--- src/rtl/oversample_cal_pkg.sv ---
// Shared types and constants for the oversampling delay calibration block.
// Holds the FSM encoding and the default widths used by all cal modules.
package oversample_cal_pkg;

   localparam int TAP_W     = 5;
   localparam int CNT_W_DEF = 11;

   typedef enum logic [2:0] {
      ST_IDLE,
      ST_WAIT_RDY,
      ST_LOAD,
      ST_SETTLE,
      ST_MEASURE,
      ST_COMPARE,
      ST_APPLY,
      ST_DONE
   } cal_state_e;

endpackage

--- src/rtl/edge_counter_sat.sv ---
// Counts cycles where the two monitored adjacent samples disagree.
// Saturates at all-ones so long windows never wrap to a small count.
module edge_counter_sat
   import oversample_cal_pkg::*;
#(
   parameter int CNT_W = CNT_W_DEF
) (
   input  logic             clk,
   input  logic             aresetn,
   input  logic             clr_i,
   input  logic             en_i,
   input  logic [1:0]       pair_i,
   output logic [CNT_W-1:0] cnt_o
);

   logic [CNT_W-1:0] cnt_q;
   logic [CNT_W-1:0] cnt_d;
   logic             edge_hit;

   assign edge_hit = pair_i[1] ^ pair_i[0];

   always_comb begin
      cnt_d = cnt_q;
      if (clr_i)
         cnt_d = '0;
      else if (en_i && edge_hit && (cnt_q != '1))
         cnt_d = cnt_q + CNT_W'(1);
   end

   always_ff @(posedge clk or negedge aresetn) begin
      if (!aresetn)
         cnt_q <= '0;
      else
         cnt_q <= cnt_d;
   end

   assign cnt_o = cnt_q;

endmodule

--- src/rtl/oversample_delay_cal.sv ---
// IDELAYE2 tap sweep: measures edge density per tap on one sample pair
// and loads the quietest tap back into the delay line.
module oversample_delay_cal
   import oversample_cal_pkg::*;
#(
   parameter int TAP_MAX       = 31,
   parameter int SETTLE_CYCLES = 8,
   parameter int WINDOW_CYCLES = 1024,
   parameter int CNT_W         = CNT_W_DEF,
   parameter int CHK_HI        = 4,
   parameter int CHK_LO        = 3,
   parameter int ERR_THRESH    = 64
) (
   input  logic             clk,
   input  logic             aresetn,
   input  logic             start,
   input  logic             idelayctrl_ready,
   input  logic [7:0]       sample_window,
   output logic             delay_ld,
   output logic [TAP_W-1:0] delay_cntvalue,
   output logic             busy,
   output logic             done,
   output logic [TAP_W-1:0] best_tap,
   output logic [CNT_W-1:0] best_count,
   output logic             cal_err
);

   localparam int SET_W = $clog2(SETTLE_CYCLES) + 1;
   localparam int WIN_W = $clog2(WINDOW_CYCLES) + 1;

   cal_state_e       state_q;
   logic             rdy_meta_q;
   logic             rdy_s_q;
   logic [TAP_W-1:0] tap_q;
   logic [TAP_W-1:0] tap_d;
   logic [SET_W-1:0] settle_q;
   logic [WIN_W-1:0] win_q;
   logic             ld_q;
   logic [TAP_W-1:0] cntval_q;
   logic             busy_q;
   logic             done_q;
   logic [TAP_W-1:0] best_tap_q;
   logic [CNT_W-1:0] best_cnt_q;
   logic             cal_err_q;

   logic [CNT_W-1:0] edge_cnt;
   logic             better;
   logic             abort;

   edge_counter_sat #(
      .CNT_W (CNT_W)
   ) u_edge_cnt (
      .clk     (clk),
      .aresetn (aresetn),
      .clr_i   (state_q == ST_SETTLE),
      .en_i    (state_q == ST_MEASURE),
      .pair_i  ({sample_window[CHK_HI], sample_window[CHK_LO]}),
      .cnt_o   (edge_cnt)
   );

   always_ff @(posedge clk or negedge aresetn) begin
      if (!aresetn) begin
         rdy_meta_q <= 1'b0;
         rdy_s_q    <= 1'b0;
      end else begin
         rdy_meta_q <= idelayctrl_ready;
         rdy_s_q    <= rdy_meta_q;
      end
   end

   assign better = edge_cnt < best_cnt_q;
   assign tap_d  = tap_q + TAP_W'(1);
   // Losing RDY anywhere in the per-tap loop invalidates the whole sweep.
   assign abort  = !rdy_s_q && (state_q inside
                   {ST_LOAD, ST_SETTLE, ST_MEASURE, ST_COMPARE});

   always_ff @(posedge clk or negedge aresetn) begin
      if (!aresetn) begin
         state_q    <= ST_IDLE;
         tap_q      <= '0;
         settle_q   <= '0;
         win_q      <= '0;
         ld_q       <= 1'b0;
         cntval_q   <= '0;
         busy_q     <= 1'b0;
         done_q     <= 1'b0;
         best_tap_q <= '0;
         best_cnt_q <= '1;
         cal_err_q  <= 1'b0;
      end else begin
         ld_q <= 1'b0;
         if (abort) begin
            state_q    <= ST_WAIT_RDY;
            tap_q      <= '0;
            best_cnt_q <= '1;
         end else begin
            unique case (state_q)
               ST_IDLE, ST_DONE: begin
                  if (start) begin
                     state_q    <= ST_WAIT_RDY;
                     busy_q     <= 1'b1;
                     done_q     <= 1'b0;
                     cal_err_q  <= 1'b0;
                     best_cnt_q <= '1;
                     tap_q      <= '0;
                  end
               end
               ST_WAIT_RDY: begin
                  if (rdy_s_q) begin
                     state_q  <= ST_LOAD;
                     ld_q     <= 1'b1;
                     cntval_q <= tap_q;
                  end
               end
               ST_LOAD: begin
                  state_q  <= ST_SETTLE;
                  settle_q <= '0;
               end
               ST_SETTLE: begin
                  if (settle_q == SET_W'(SETTLE_CYCLES - 1)) begin
                     state_q <= ST_MEASURE;
                     win_q   <= '0;
                  end else begin
                     settle_q <= settle_q + SET_W'(1);
                  end
               end
               ST_MEASURE: begin
                  if (win_q == WIN_W'(WINDOW_CYCLES - 1))
                     state_q <= ST_COMPARE;
                  else
                     win_q <= win_q + WIN_W'(1);
               end
               ST_COMPARE: begin
                  if (better) begin
                     best_tap_q <= tap_q;
                     best_cnt_q <= edge_cnt;
                  end
                  ld_q <= 1'b1;
                  if (tap_q == TAP_W'(TAP_MAX)) begin
                     state_q  <= ST_APPLY;
                     cntval_q <= better ? tap_q : best_tap_q;
                  end else begin
                     state_q  <= ST_LOAD;
                     tap_q    <= tap_d;
                     cntval_q <= tap_d;
                  end
               end
               ST_APPLY: begin
                  state_q   <= ST_DONE;
                  cal_err_q <= best_cnt_q > CNT_W'(ERR_THRESH);
                  busy_q    <= 1'b0;
                  done_q    <= 1'b1;
               end
               default: state_q <= ST_IDLE;
            endcase
         end
      end
   end

   assign delay_ld       = ld_q;
   assign delay_cntvalue = cntval_q;
   assign busy           = busy_q;
   assign done           = done_q;
   assign best_tap       = best_tap_q;
   assign best_count     = best_cnt_q;
   assign cal_err        = cal_err_q;

endmodule

--- config.mk ---
export PLATFORM = sky130hd
export DESIGN_NAME = oversample_delay_cal
export DESIGN_NICKNAME = d
export VERILOG_FILES = /design/src/rtl/oversample_cal_pkg.sv /design/src/rtl/edge_counter_sat.sv /design/src/rtl/oversample_delay_cal.sv
export SDC_FILE = /design/constraint.sdc
export NUM_CORES = 1
export LEC_CHECK = 0
export ABC_AREA = 0
export CAP_MARGIN = 20
export CORE_UTILIZATION = 51
export CTS_CLUSTER_DIAMETER = 120
export DETAILED_ROUTE_END_ITERATION = 7
export GPL_ROUTABILITY_DRIVEN = 0
export GPL_TIMING_DRIVEN = 0
export HOLD_SLACK_MARGIN = 0.1
export PLACE_DENSITY = 0.73
export SETUP_SLACK_MARGIN = 0.1
export SLEW_MARGIN = 20
export SYNTH_ARGS = -nofsm -noshare
export SYNTH_HDL_FRONTEND = slang
export SYNTH_SLANG_ARGS = --single-unit
--- constraint.sdc ---
create_clock -name clk -period 2.59 [get_ports clk]
set_input_delay 0.3885 -clock clk [delete_from_list [all_inputs] [get_ports clk]]
set_output_delay 0.3885 -clock clk [all_outputs]
set_load 0.03 [all_outputs]
==> impl_metrics.env <==
export IMPL_wl_met1_um=3418
export IMPL_via_count=2745
export IMPL_synth_edff_count=0
export IMPL_nFillCells=511
export IMPL_grt_pass1_vias=2725
export IMPL_grt_max_degree=35
export IMPL_die_w_um=82.88
export IMPL_fp_row_count=29
export IMPL_drt_pass1_iterations=4
export IMPL_path_class="flip-flop to flip-flop"
export IMPL_drive_above_1_share_pct=15.54
export IMPL_clock_path_buffers=2
export IMPL_io_pins=37
export IMPL_path_cells="inv_1 > ha_1 > nand4_1 > nor3_1 > a221o_1 > or3_1 > buf_4 > buf_6 > o22a_1"
export IMPL_max_stage_delay_ns=0.55
export IMPL_hold_class="flip-flop to flip-flop"
export IMPL_dp_hpwl_um=5215
export IMPL_ys_async_sr_fraction_pct=100.0
export IMPL_drv_slew=0
export IMPL_max_vdd_ir_drop_v=0.0003004
export IMPL_fin_crit_sh_pct=93.27
export IMPL_wl_per_cell_um=15.50
export IMPL_clk_latency_ns=0.34
export IMPL_drc=0
export IMPL_status="finished, final reports clean"
export IMPL_met2_length_um=3477
export IMPL_p_per_area_nw_per_um2=528.9
export IMPL_portBuffers=30
export IMPL_via_per_inst=5.767
export IMPL_cts_tree="yes"
export IMPL_synthDistinctLibCells=53
export IMPL_root_buffer="clkbuf_8"
export IMPL_yosysWarnings=0
export IMPL_cts_sink_count=61
export IMPL_slew_headroom_pct=61.50
export IMPL_rsz0062_at_grt="true"
export IMPL_max_freq_ghz=0.4140
export IMPL_area_delta_synth_final_pct=21.42
export IMPL_cp_slowest_cell="dfstp_2"
export IMPL_drv_cap=0
export IMPL_finClkSkew_ns=0.01174
export IMPL_fin_nets=421
export IMPL_syn_instance_count=345
export IMPL_ys_seq_area_share_pct=46.17
export IMPL_crit_fanout=10
export IMPL_dr_max_layer_used="met4"
export IMPL_tns_ns=0
export IMPL_ant_nets=0
export IMPL_post_place_ws_ns=0.02500
export IMPL_final_setup_worst_slack_ns=0.1743
export IMPL_core_area_um2=6314
export IMPL_seqCellArea_um2=1540
export IMPL_setup_violations=0
export IMPL_synth_top_area_share_pct=37.51
export IMPL_wl_um=7377
export IMPL_dr_wl_met3_um=274
export IMPL_drt_iter0_drc=221
export IMPL_ys_top_cells_by_area="dfrtp_1 38%, dfstp_2 8.7%, ha_1 5.6%, nor2_1 4.2%, nand2_1 2.9%"
export IMPL_cp_arrival_ns=2.68
export IMPL_leakage_uw=0.001879
export IMPL_ys_ff_latch=61
export IMPL_ys_flop_type="dfrtp_1"
export IMPL_path_delay_family="compound AO/OA/AOI/OAI gates"
export IMPL_cts_buffers=9
export IMPL_start_util_pct=52.83
export IMPL_fin_util_pct=64.15
export IMPL_grt_pass1_wl_um=12610
export IMPL_antenna_found_initial=0
export IMPL_cp_num_buf_inv=3
export IMPL_min_period_ns=2.416
export IMPL_synth_top_cell_by_area="dfrtp_1"
export IMPL_dieArea_um2=6868
export IMPL_end_kind="flip-flop"
export IMPL_startpoint_type="flip-flop"
export IMPL_syn_num_nets=372
export IMPL_worstPathRequired_ns=2.85
export IMPL_tightest_slew_ns=0.5722
export IMPL_cts_htree_levels=3
export IMPL_clkTransAtPathRegs_ns=0.07
export IMPL_syn_area_um2=3336
export IMPL_grt_use_total_pct=22.89
export IMPL_hold_viol_final=0
export IMPL_multiInputGateArea_um2=1664
export IMPL_grt_overflow_total=0
export IMPL_avgSynthCellArea_um2=9.669
export IMPL_antenna_cells=0
export IMPL_die_y_um=82.88
## sequential cells by signal (all words and copies together) (netlist names), 3 cells and up
signal and count:
u_edge_cnt.cnt_o 11, best_count 11, state_q 3, delay_cntvalue 5
settle_q 4, tap_q 5, win_q 11, best_tap 5
## logic make-up (layout without fill, tap and decap cells)
family / after synthesis / in the layout / share of synthesized area [%]
and+or+nand+nor: 127 / 127 / 19.09
DFF: 61 / 61 / 46.17
xor gates and xnor gates: 16 / 16 / 4.201
AOI/OAI and AO/OA: 81 / 81 / 17.14
buffers and inverters: 36 / 90 / 4.801
adders and majority gates: 15 / 15 / 5.626
muxes: 9 / 9 / 2.963
## what timing repair did
item,in CTS,in global routing
hold buffers,1,0
hold endpoints to repair,20,0
pin swaps,2,4
setup buffers,1,5
gates resized for setup,4,5
endpoints found under the setup margin,12,19
## layout make-up
class                   count  share of cell area (%)
clock inverters             5                   1.854
well taps                  77                   2.379
plain buffers              18                   2.533
repair buffers             38                   9.206
inverters                  18                   1.668
clock buffers              11                   3.244
flip-flops and latches     61                   38.03
multi-input cells         248                   41.09
## worst reg2reg max path: stages, from the launching register on
cell and delay [ns]:
dfstp_2 0.55, inv_1 0.06, ha_1 0.30, nand4_1 0.11, nor3_1 0.07, a221o_1 0.37
or3_1 0.36, buf_4 0.18, buf_6 0.15, o22a_1 0.20
## layer usage
layer | track usage (%) | vias to the layer above
met4 | 12.38 | 0
met1 | 30.13 | 1311
met3 | 4.175 | 21
met5 | 0 | -
li1 | - | 1350
met2 | 35.92 | 63
## stage by stage
step           hold WS (ns)  cells  instance area (um2)  power, uW
2_1_floorplan       0.09291    345                 3336       1168
3_3_place_gp         0.3746    452                 3732       1237
3_5_place_dp         0.3386    453                 3750       1247
4_1_cts              0.3804    471                 3983       2158
5_1_grt              0.3908    476                 4050       2236
6_report             0.3665    476                 4050       2142
## path summary, 6_finish.rpt
path | from | to | slack [ns] | cells after the start
min in group asynchronous | aresetn | win_q[3] | 0.51 | 2
max in group asynchronous | aresetn | best_count[5] | 1.50 | 3
min | rdy_meta_q | rdy_s_q | 0.37 | 0
min reg2reg | rdy_meta_q | rdy_s_q | 0.37 | 0
max | best_count[10] | best_count[7] | 0.17 | 9
max reg2reg | best_count[10] | best_count[7] | 0.17 | 9
## cell usage in the layout, fill, tap and decap left out, types with 7 or more instances in the layout
master,Yosys,layout
xor2_1,11,11
dfrtp_1,50,50
a21oi_1,14,13
dfstp_2,11,11
nand2_1,26,26
mux2_2,7,7
ha_1,15,13
nand3_1,16,16
clkbuf_1,10,11
inv_1,17,17
nor2_1,37,37
clkbuf_8,0,9
o22a_1,11,11
buf_4,1,9
nand4_1,8,8
clkdlybuf4s50_1,0,29
o21ai_0,16,15
## where the power goes
part / switching [uW] / internal (uW)
combinational: 134 / 83.9
sequential: 27.3 / 987
clock: 371 / 538
total: 533 / 1610
## cells in the mapped netlist, drive strengths merged (2+ instances only)
library cell  instances
mux2                  7
and3                  6
a311oi                3
a21o                  4
nor2b                 4
a221o                 3
clkbuf               10
buf                   8
a31oi                 4
nor4                  4
and2                  3
a22oi                 2
xor2                 11
o211ai                2
nor3                  6
o21ai                16
o2111ai               2
nand3                16
dfstp                11
dfrtp                50
inv                  18
nand2b                4
a22o                  4
nor2                 38
o22ai                 5
o22a                 11
nand4                 8
o31ai                 4
xnor2                 5
mux2i                 2
a21oi                15
nand2                27
or2                   5
ha                   15
No activity file was read; power rests on OpenSTA's default activity.
